File: config.mk
export PLATFORM = sky130hd
export DESIGN_NAME = ugt_share_arbiter
export DESIGN_NICKNAME = d
export VERILOG_FILES = /design/src/rtl/ugt_share_arbiter_pkg.sv /design/src/rtl/ugt_share_arbiter_rr_pick.sv /design/src/rtl/ugt_share_arbiter.sv
export SDC_FILE = /design/constraint.sdc
export NUM_CORES = 1
export LEC_CHECK = 0
export CELL_PAD_IN_SITES_DETAIL_PLACEMENT = 0
export CELL_PAD_IN_SITES_GLOBAL_PLACEMENT = 1
export CORE_UTILIZATION = 28
export DETAILED_ROUTE_END_ITERATION = 10
export PLACE_DENSITY_LB_ADDON = 0.1
export SKIP_LAST_GASP = 1
export SLEW_MARGIN = 0
export SYNTH_ARGS = -nofsm -noshare
export SYNTH_HDL_FRONTEND = slang
export SYNTH_SLANG_ARGS = --single-unit
File: constraint.sdc
create_clock -name CLK -period 1.7 [get_ports CLK]
set_input_delay 0.34 -clock CLK [delete_from_list [all_inputs] [get_ports CLK]]
set_output_delay 0.34 -clock CLK [all_outputs]
set_load 0.01 [all_outputs]
File: src/rtl/ugt_share_arbiter_pkg.sv
// rtl/ugt_share_arbiter_pkg.sv - shared state encoding, counter width and operand slicing helper
package ugt_share_arbiter_pkg;

    typedef enum logic [1:0] {
        ST_IDLE = 2'd0,
        ST_CMP  = 2'd1,
        ST_RESP = 2'd2
    } arb_state_t;

    localparam int DONE_CNT_W = 8;

    function automatic int operand_lsb(input int idx, input int width);
        return idx * width;
    endfunction

endpackage

File: src/rtl/ugt_share_arbiter_rr_pick.sv
// rtl/ugt_share_arbiter_rr_pick.sv - round-robin first-set search starting at the pointer
module ugt_share_arbiter_rr_pick #(
    parameter int NREQ = 4,
    parameter int IDW  = 2
) (
    input  logic [NREQ-1:0] valid,
    input  logic [IDW-1:0]  ptr,
    output logic [IDW-1:0]  grant,
    output logic            any_valid
);

    logic [IDW-1:0] cand;

    // Walk from the farthest candidate back to ptr so the closest valid one wins.
    always_comb begin
        grant     = '0;
        any_valid = 1'b0;
        cand      = '0;
        for (int k = NREQ - 1; k >= 0; k--) begin
            cand = IDW'((int'(ptr) + k) % NREQ);
            if (valid[cand]) begin
                grant     = cand;
                any_valid = 1'b1;
            end
        end
    end

endmodule

File: src/rtl/ugt_share_arbiter.sv
// rtl/ugt_share_arbiter.sv - time-shares one unsigned greater-than comparator among NREQ requesters
module ugt_share_arbiter
    import ugt_share_arbiter_pkg::*;
#(
    parameter int WIDTH = 4,
    parameter int NREQ  = 4,
    parameter int IDW   = 2
) (
    input  logic                    CLK,
    input  logic                    RESETN,
    input  logic [NREQ-1:0]         REQ_VALID,
    output logic [NREQ-1:0]         REQ_READY,
    input  logic [NREQ*WIDTH-1:0]   REQ_I0,
    input  logic [NREQ*WIDTH-1:0]   REQ_I1,
    output logic                    RSP_VALID,
    input  logic                    RSP_READY,
    output logic [IDW-1:0]          RSP_ID,
    output logic                    RSP_O,
    output logic                    BUSY,
    output logic [DONE_CNT_W-1:0]   DONE_CNT
);

    arb_state_t             state_q, state_d;
    logic [IDW-1:0]         ptr_q;
    logic [IDW-1:0]         id_q;
    logic [WIDTH-1:0]       op0_q, op1_q;
    logic                   rsp_valid_q, rsp_o_q;
    logic [IDW-1:0]         rsp_id_q;
    logic [DONE_CNT_W-1:0]  done_cnt_q;
    logic [IDW-1:0]         grant;
    logic                   any_valid;
    logic [WIDTH:0]         diff;

    ugt_share_arbiter_rr_pick #(.NREQ(NREQ), .IDW(IDW)) u_pick (
        .valid     (REQ_VALID),
        .ptr       (ptr_q),
        .grant     (grant),
        .any_valid (any_valid)
    );

    // op1 - op0: carry-out set means op1 >= op0, so its inverse is op0 > op1.
    assign diff = {1'b0, op1_q} + {1'b0, ~op0_q} + (WIDTH + 1)'(1);

    always_comb begin
        state_d   = state_q;
        REQ_READY = '0;
        case (state_q)
            ST_IDLE: begin
                if (any_valid) begin
                    state_d = ST_CMP;
                    if (RESETN) begin
                        REQ_READY[grant] = 1'b1;
                    end
                end
            end
            ST_CMP:  state_d = ST_RESP;
            ST_RESP: begin
                if (RSP_READY) begin
                    state_d = ST_IDLE;
                end
            end
            default: state_d = ST_IDLE;
        endcase
    end

    always_ff @(posedge CLK) begin
        if (!RESETN) begin
            state_q     <= ST_IDLE;
            ptr_q       <= '0;
            id_q        <= '0;
            op0_q       <= '0;
            op1_q       <= '0;
            rsp_valid_q <= 1'b0;
            rsp_o_q     <= 1'b0;
            rsp_id_q    <= '0;
            done_cnt_q  <= '0;
        end else begin
            state_q <= state_d;
            if (state_q == ST_IDLE && any_valid) begin
                op0_q <= REQ_I0[operand_lsb(int'(grant), WIDTH) +: WIDTH];
                op1_q <= REQ_I1[operand_lsb(int'(grant), WIDTH) +: WIDTH];
                id_q  <= grant;
                ptr_q <= (int'(grant) == NREQ - 1) ? '0 : grant + 1'b1;
            end
            if (state_q == ST_CMP) begin
                rsp_o_q     <= ~diff[WIDTH];
                rsp_id_q    <= id_q;
                rsp_valid_q <= 1'b1;
            end
            if (state_q == ST_RESP && RSP_READY) begin
                rsp_valid_q <= 1'b0;
                done_cnt_q  <= done_cnt_q + 1'b1;
            end
        end
    end

    assign RSP_VALID = rsp_valid_q;
    assign RSP_ID    = rsp_id_q;
    assign RSP_O     = rsp_o_q;
    assign BUSY      = (state_q != ST_IDLE);
    assign DONE_CNT  = done_cnt_q;

endmodule

# == Yosys cells after proc, flatten, opt, wreduce, memory -nomap -nowiden ==
# Index checks and enable logic that the tools add are counted.
# word_totals
regBits,26
inputBits,39
# classes
add_sub_neg,7
order_cmp,6
n_eq_ne,5
n_shift,2
muxes,25
bitwise,3
n_reduce_logical,7
# ops
op,count
indexed part select 16 x 5 -> 4 bit,2
"less-than comparator 2 x 3 -> 1 bit, second input constant",5
two-way mux 2 bit,7
two-way mux 4 bit,3
two-way mux 1 bit,9
"adder 8 x 1 -> 8 bit, second input constant",1
binary-select mux 1 bit (select 2 bit),4
case mux 2 bit (3 select lines),1
adder 4 x 4 -> 5 bit,1
"adder 5 x 1 -> 5 bit, second input constant",1
"adder 2 x 1 -> 2 bit, second input constant",2
"adder 2 bit, second input constant",2
"equality test 2 x 1 -> 1 bit, second input constant",2
"!= test 2 bit, second input constant",2
NOT 4 bit,1
logical AND 1 bit,3
demux 1 bit (select 2 bit),1
"equality test 2 bit, second input constant",1
"greater-or-equal comparator 2 x 1 -> 1 bit, second input constant",1
logical NOT 2 bit,1
NOT 1 bit,2
AND reduction 2 bit,1
nonzero test 2 bit,1
OR reduction 2 bit,1

# == Logic depth before layout (Yosys ltp) ==
# depth
ltp_word,14
mapped_depth,7

# == Modules after synthesis ==
# Synthesis repeated with hierarchy kept, for this count alone.
# hier_totals
hier_cells,151
hier_area_um2,1451.4
# by_module_without_submodules
module,n_inst,cells_per_inst,area_per_inst_um2
ugt_share_arbiter,1,138,1373.8
ugt_share_arbiter_rr_pick,1,13,77.6

# == Worst setup path before layout ==
# OpenSTA, ideal clock, no wires.
# synth_timing
kind,register to output
from,register ptr_q[0]
to,output port REQ_READY[3]
arrival_time_ns,1.307
t_required_ns,1.360
path_slack_ns,0.053
stages_incl_launch_ff,7
cell_sequence,dfxtp_1 -> nand2b_1 -> nor2b_1 -> o22a_4 -> buf_8 -> ha_1 -> and3_1
# synth_between
elab_chain_len,14
# synth_rtl
item,line_no,rtl
"start, declared",ugt_share_arbiter.sv:24,logic [IDW-1:0] ptr_q;
"start signal, assigned",ugt_share_arbiter.sv:83,ptr_q <= (int'(grant) == NREQ - 1) ? '0 : grant + 1'b1;
adder 2 bit,ugt_share_arbiter_rr_pick.sv:20,cand = IDW'((int'(ptr) + k) % NREQ);
binary-select mux 1 bit (select 2 bit),ugt_share_arbiter_rr_pick.sv:21,if (valid[cand]) begin
two-way mux 1 bit (implied by the code),ugt_share_arbiter_rr_pick.sv:21,
two-way mux 2 bit (4 in a row),ugt_share_arbiter_rr_pick.sv:21,
less-than comparator 2 x 3 -> 1 bit (implied by the code) or greater-or-equal comparator 2 x 1 -> 1 bit (tied branches),ugt_share_arbiter.sv:52,REQ_READY[grant] = 1'b1;
logical AND 1 bit (implied by the code),ugt_share_arbiter.sv:52,
two-way mux 1 bit (implied by the code),ugt_share_arbiter.sv:52,
demux 1 bit (select 2 bit),ugt_share_arbiter.sv:52,
two-way mux 4 bit,ugt_share_arbiter.sv:51,if (RESETN) begin
two-way mux 4 bit *,ugt_share_arbiter.sv:49,if (any_valid) begin
two-way mux 4 bit *,ugt_share_arbiter.sv:47,case (state_q)
"end, declared",ugt_share_arbiter.sv:12,"output logic [NREQ-1:0] REQ_READY,"
# Every way passes the cells marked *; elsewhere a longest branch is shown, timed or not. The select of a mux whose other input is x is not followed.

# == Worst setup path after layout ==
# Same ends and word-level chain as after synthesis.

==> impl_metrics.toml <==
[timing]
finalMaxSlewViolations = 0
final-setup-viol-count = 5
period_share_pct = 110.2
fin_worst_skew_ps = 1.514
setup_ws_ps = -172.6
max_slew_margin_pct = 76.72
rsz0062_at_grt = "yes"
max_freq_ghz = 0.5340
fin_crit_ps = 1873
tightest_slew_ps = 347.9
hold_violations = 0

[power_and_ir_drop]
total_power_mw = 1.883
switchingPower_uw = 535.3
comb_power_share_pct = 40.9
switching_share_pct = 28.44
p_seq_share_pct = 38.2
p_int_mw = 1.347
pwr-share-clk_pct = 20.9
p_per_area_nw_per_um2 = 795.3
peakVddDrop_v = 0.0003008
leakagePower_nw = 0.9605

[detailed_routing]
first_pass_iters = 4
vias = 1311
ant_nets = 0
routed_wl_um = 3513
drt-initial-drc-count = 40
drc_errors = 0
wl_per_cell_um = 12.03
avgViaCountPerCell = 4.490

[clocking]
cts-buffers-inserted = 3
clockBufferDepth = 2
ctsHoldBuffers = 0
cts_tree = "done"
clock-sinks = 26
cts-root-buf = "clkbuf_8"
insertion_delay_ps = 260
htreeDepth = 1
clk_pin_slew_worst_paths_ps = 90

[global_route]
grt_pass1_vias = 1237
grt_start_max_net_pins = 17
grtUsageTotal_pct = 13.29
overflow = 0
grt_pass1_wl_um = 5492
antenna_found_initial = 0

[setup_path]
crit_required_ps = 1360
crit_path_end_kind = "output port"
crit_path_max_fanout = 2
start_kind = "register"
crit_arrival_ps = 1530
critPathKind = "reg2out"

[floorplan]
placementRows = 25
die_area_um2 = 5250
fp.dieH_um = 72.46
pin_count = 56
coreArea_um2 = 4755
initial_utilization_pct = 29.24
fp.dieW_um = 72.46

[yosys]
synthDistinctLibCells = 36
seq_area_frac_synth_pct = 37.44
netlist_area_um2 = 1390
ys_seq_elements = 26
dominantRegCellSynth = "dfxtp_1"
syn_nets = 192
synthCells = 148
synthArstFlopShare_pct = 0
syn_avg_cell_area_um2 = 9.392
yosysWarnings = 0
synth_edf_count = 0

[placement]
hpwl_um = 2631
port_buffers = 55
gp_congestion = 0.7993
postPlaceCellArea_um2 = 2105
place_inst = 281

[cells_and_area]
fin_nets = 270
syn_to_final_growth_pct = 70.30
fin_cells = 292
layout-drive-gt1-share_pct = 28.44
antenna_cells = 0
design_area_um2 = 2367
num-fill-cells = 461

[run_status]
status = "complete, but fails checks"
violations = "setup timing"

[run]
cap_violations = 0

[hold_path]
hold_path_class = "reg2reg"
## registers in the layout, summed over array words and instances (netlist names)
register,cells
op1_q,4
op0_q,4
ptr_q,2
DONE_CNT,8
id_q,2
RSP_O,1
RSP_VALID,1
RSP_ID,2
state_q,2
## repair_timing
item | in CTS | in global routing
gates cloned | 0 | 1
pin swaps | 2 | 13
endpoints found under the hold margin | 0 | 0
buffers inserted | 3 | 3
setup endpoints to repair | 13 | 12
gates resized for setup | 30 | 35
## area by class of cell
type	count	area (µm²)	share of cell area [%]
Multi-Input combinational cell	106	890.9	37.63
Timing Repair Buffer	81	780.7	32.98
Sequential cell	26	526.8	22.25
Tap cell	67	83.83	3.541
Clock buffer	4	55.05	2.326
Inverter	8	30.03	1.268
## Yosys cell counts (all sizes together) (2+ instances only)
| library cell | instances | area (µm²) |
|---|---|---|
| xnor2 | 2 | 17.52 |
| nand2 | 9 | 36.29 |
| a21o | 3 | 22.52 |
| inv | 7 | 26.28 |
| dfxtp | 26 | 520.5 |
| clkbuf | 2 | 7.510 |
| xor2 | 5 | 43.79 |
| nand4 | 2 | 12.51 |
| nand3 | 10 | 50.05 |
| ha | 5 | 62.56 |
| o221ai | 8 | 70.07 |
| a211oi | 2 | 20.02 |
| a21oi | 8 | 40.04 |
| buf | 6 | 67.56 |
| nor2 | 15 | 63.81 |
| and3 | 2 | 12.51 |
| mux2i | 19 | 190.2 |
| nand2b | 5 | 31.28 |
## path summary, 6_finish.rpt
| check | startpoint | to | slack [ps] | depth (start not counted) |
|---|---|---|---|---|
| setup / recovery | ptr_q[0]$_SDFFE_PN0P_ | REQ_READY[3] | -170 | 7 |
| hold / removal | RSP_VALID$_SDFFE_PP0N_ | RSP_VALID$_SDFFE_PP0N_ | 460 | 2 |
| setup reg to reg | ptr_q[0]$_SDFFE_PN0P_ | op1_q[1]$_SDFFE_PN0P_ | 0 | 9 |
| hold reg to reg | RSP_VALID$_SDFFE_PP0N_ | RSP_VALID$_SDFFE_PP0N_ | 460 | 2 |
## placed cells by master (no fill, tap or decap), drive strengths merged, types with 2 or more instances in the layout
master         count
a211oi             2
a21o               3
a21oi              8
and3               2
buf               29
clkbuf             7
clkdlybuf4s50     46
dfxtp             26
dlygate4sd2        2
ha                 5
inv                7
mux2i             19
nand2              9
nand2b             5
nand3             10
nand4              2
nor2              15
o221ai             8
xnor2              2
xor2               5
## critical path: stages, from the launching register on
cell	delay [ps]
dfxtp_2	330
buf_6	120
buf_6	110
a21oi_4	140
o22a_4	180
ha_4	120
and3_4	170
buf_6	90
## routing by layer
| metal | up-vias | global-route usage [%] | wire, µm |
|---|---|---|---|
| met5 | - | 0 | 0 |
| li1 | 681 | - | - |
| met4 | 0 | 3.922 | 27 |
| met3 | 2 | 2.222 | 144 |
| met1 | 595 | 16.44 | 1625 |
| met2 | 33 | 23.57 | 1716 |
## metrics by stage
step                      worst slack [ps]  utilization, %  setup TNS (ps)  hold WS, ps
after global placement              -759.1           44.26           -6883        444.9
after floorplan                      53.38               -               0        435.7
after global routing                -254.0           49.79           -1360        495.2
after detailed placement            -818.9           44.26           -7981        443.4
final                               -172.6           49.79          -632.9        458.1
after CTS                           -213.4           46.08          -709.9        460.7
## cells by family after synthesis
| family | synth area share (%) |
|---|---|
| AO/OA/AOI/OAI | 14.76 |
| XOR/XNOR | 4.411 |
| adder cells (fa/ha/maj) | 4.500 |
| buffers and inverters | 7.561 |
| flip-flops | 37.44 |
| multiplexers | 13.68 |
| AND/OR/NAND/NOR | 17.64 |
## power by group through the flow
stage / Combinational [mW] / Clock [mW] / Sequential [mW]
global placement: 0.598 / 0 / 0.729
global route: 0.842 / 0.427 / 0.728
CTS: 0.637 / 0.407 / 0.718
detailed placement: 0.608 / 0 / 0.732
finish: 0.770 / 0.393 / 0.719
floorplan: 0.356 / 0 / 0.729
No activity file was read; power rests on OpenSTA's default activity.
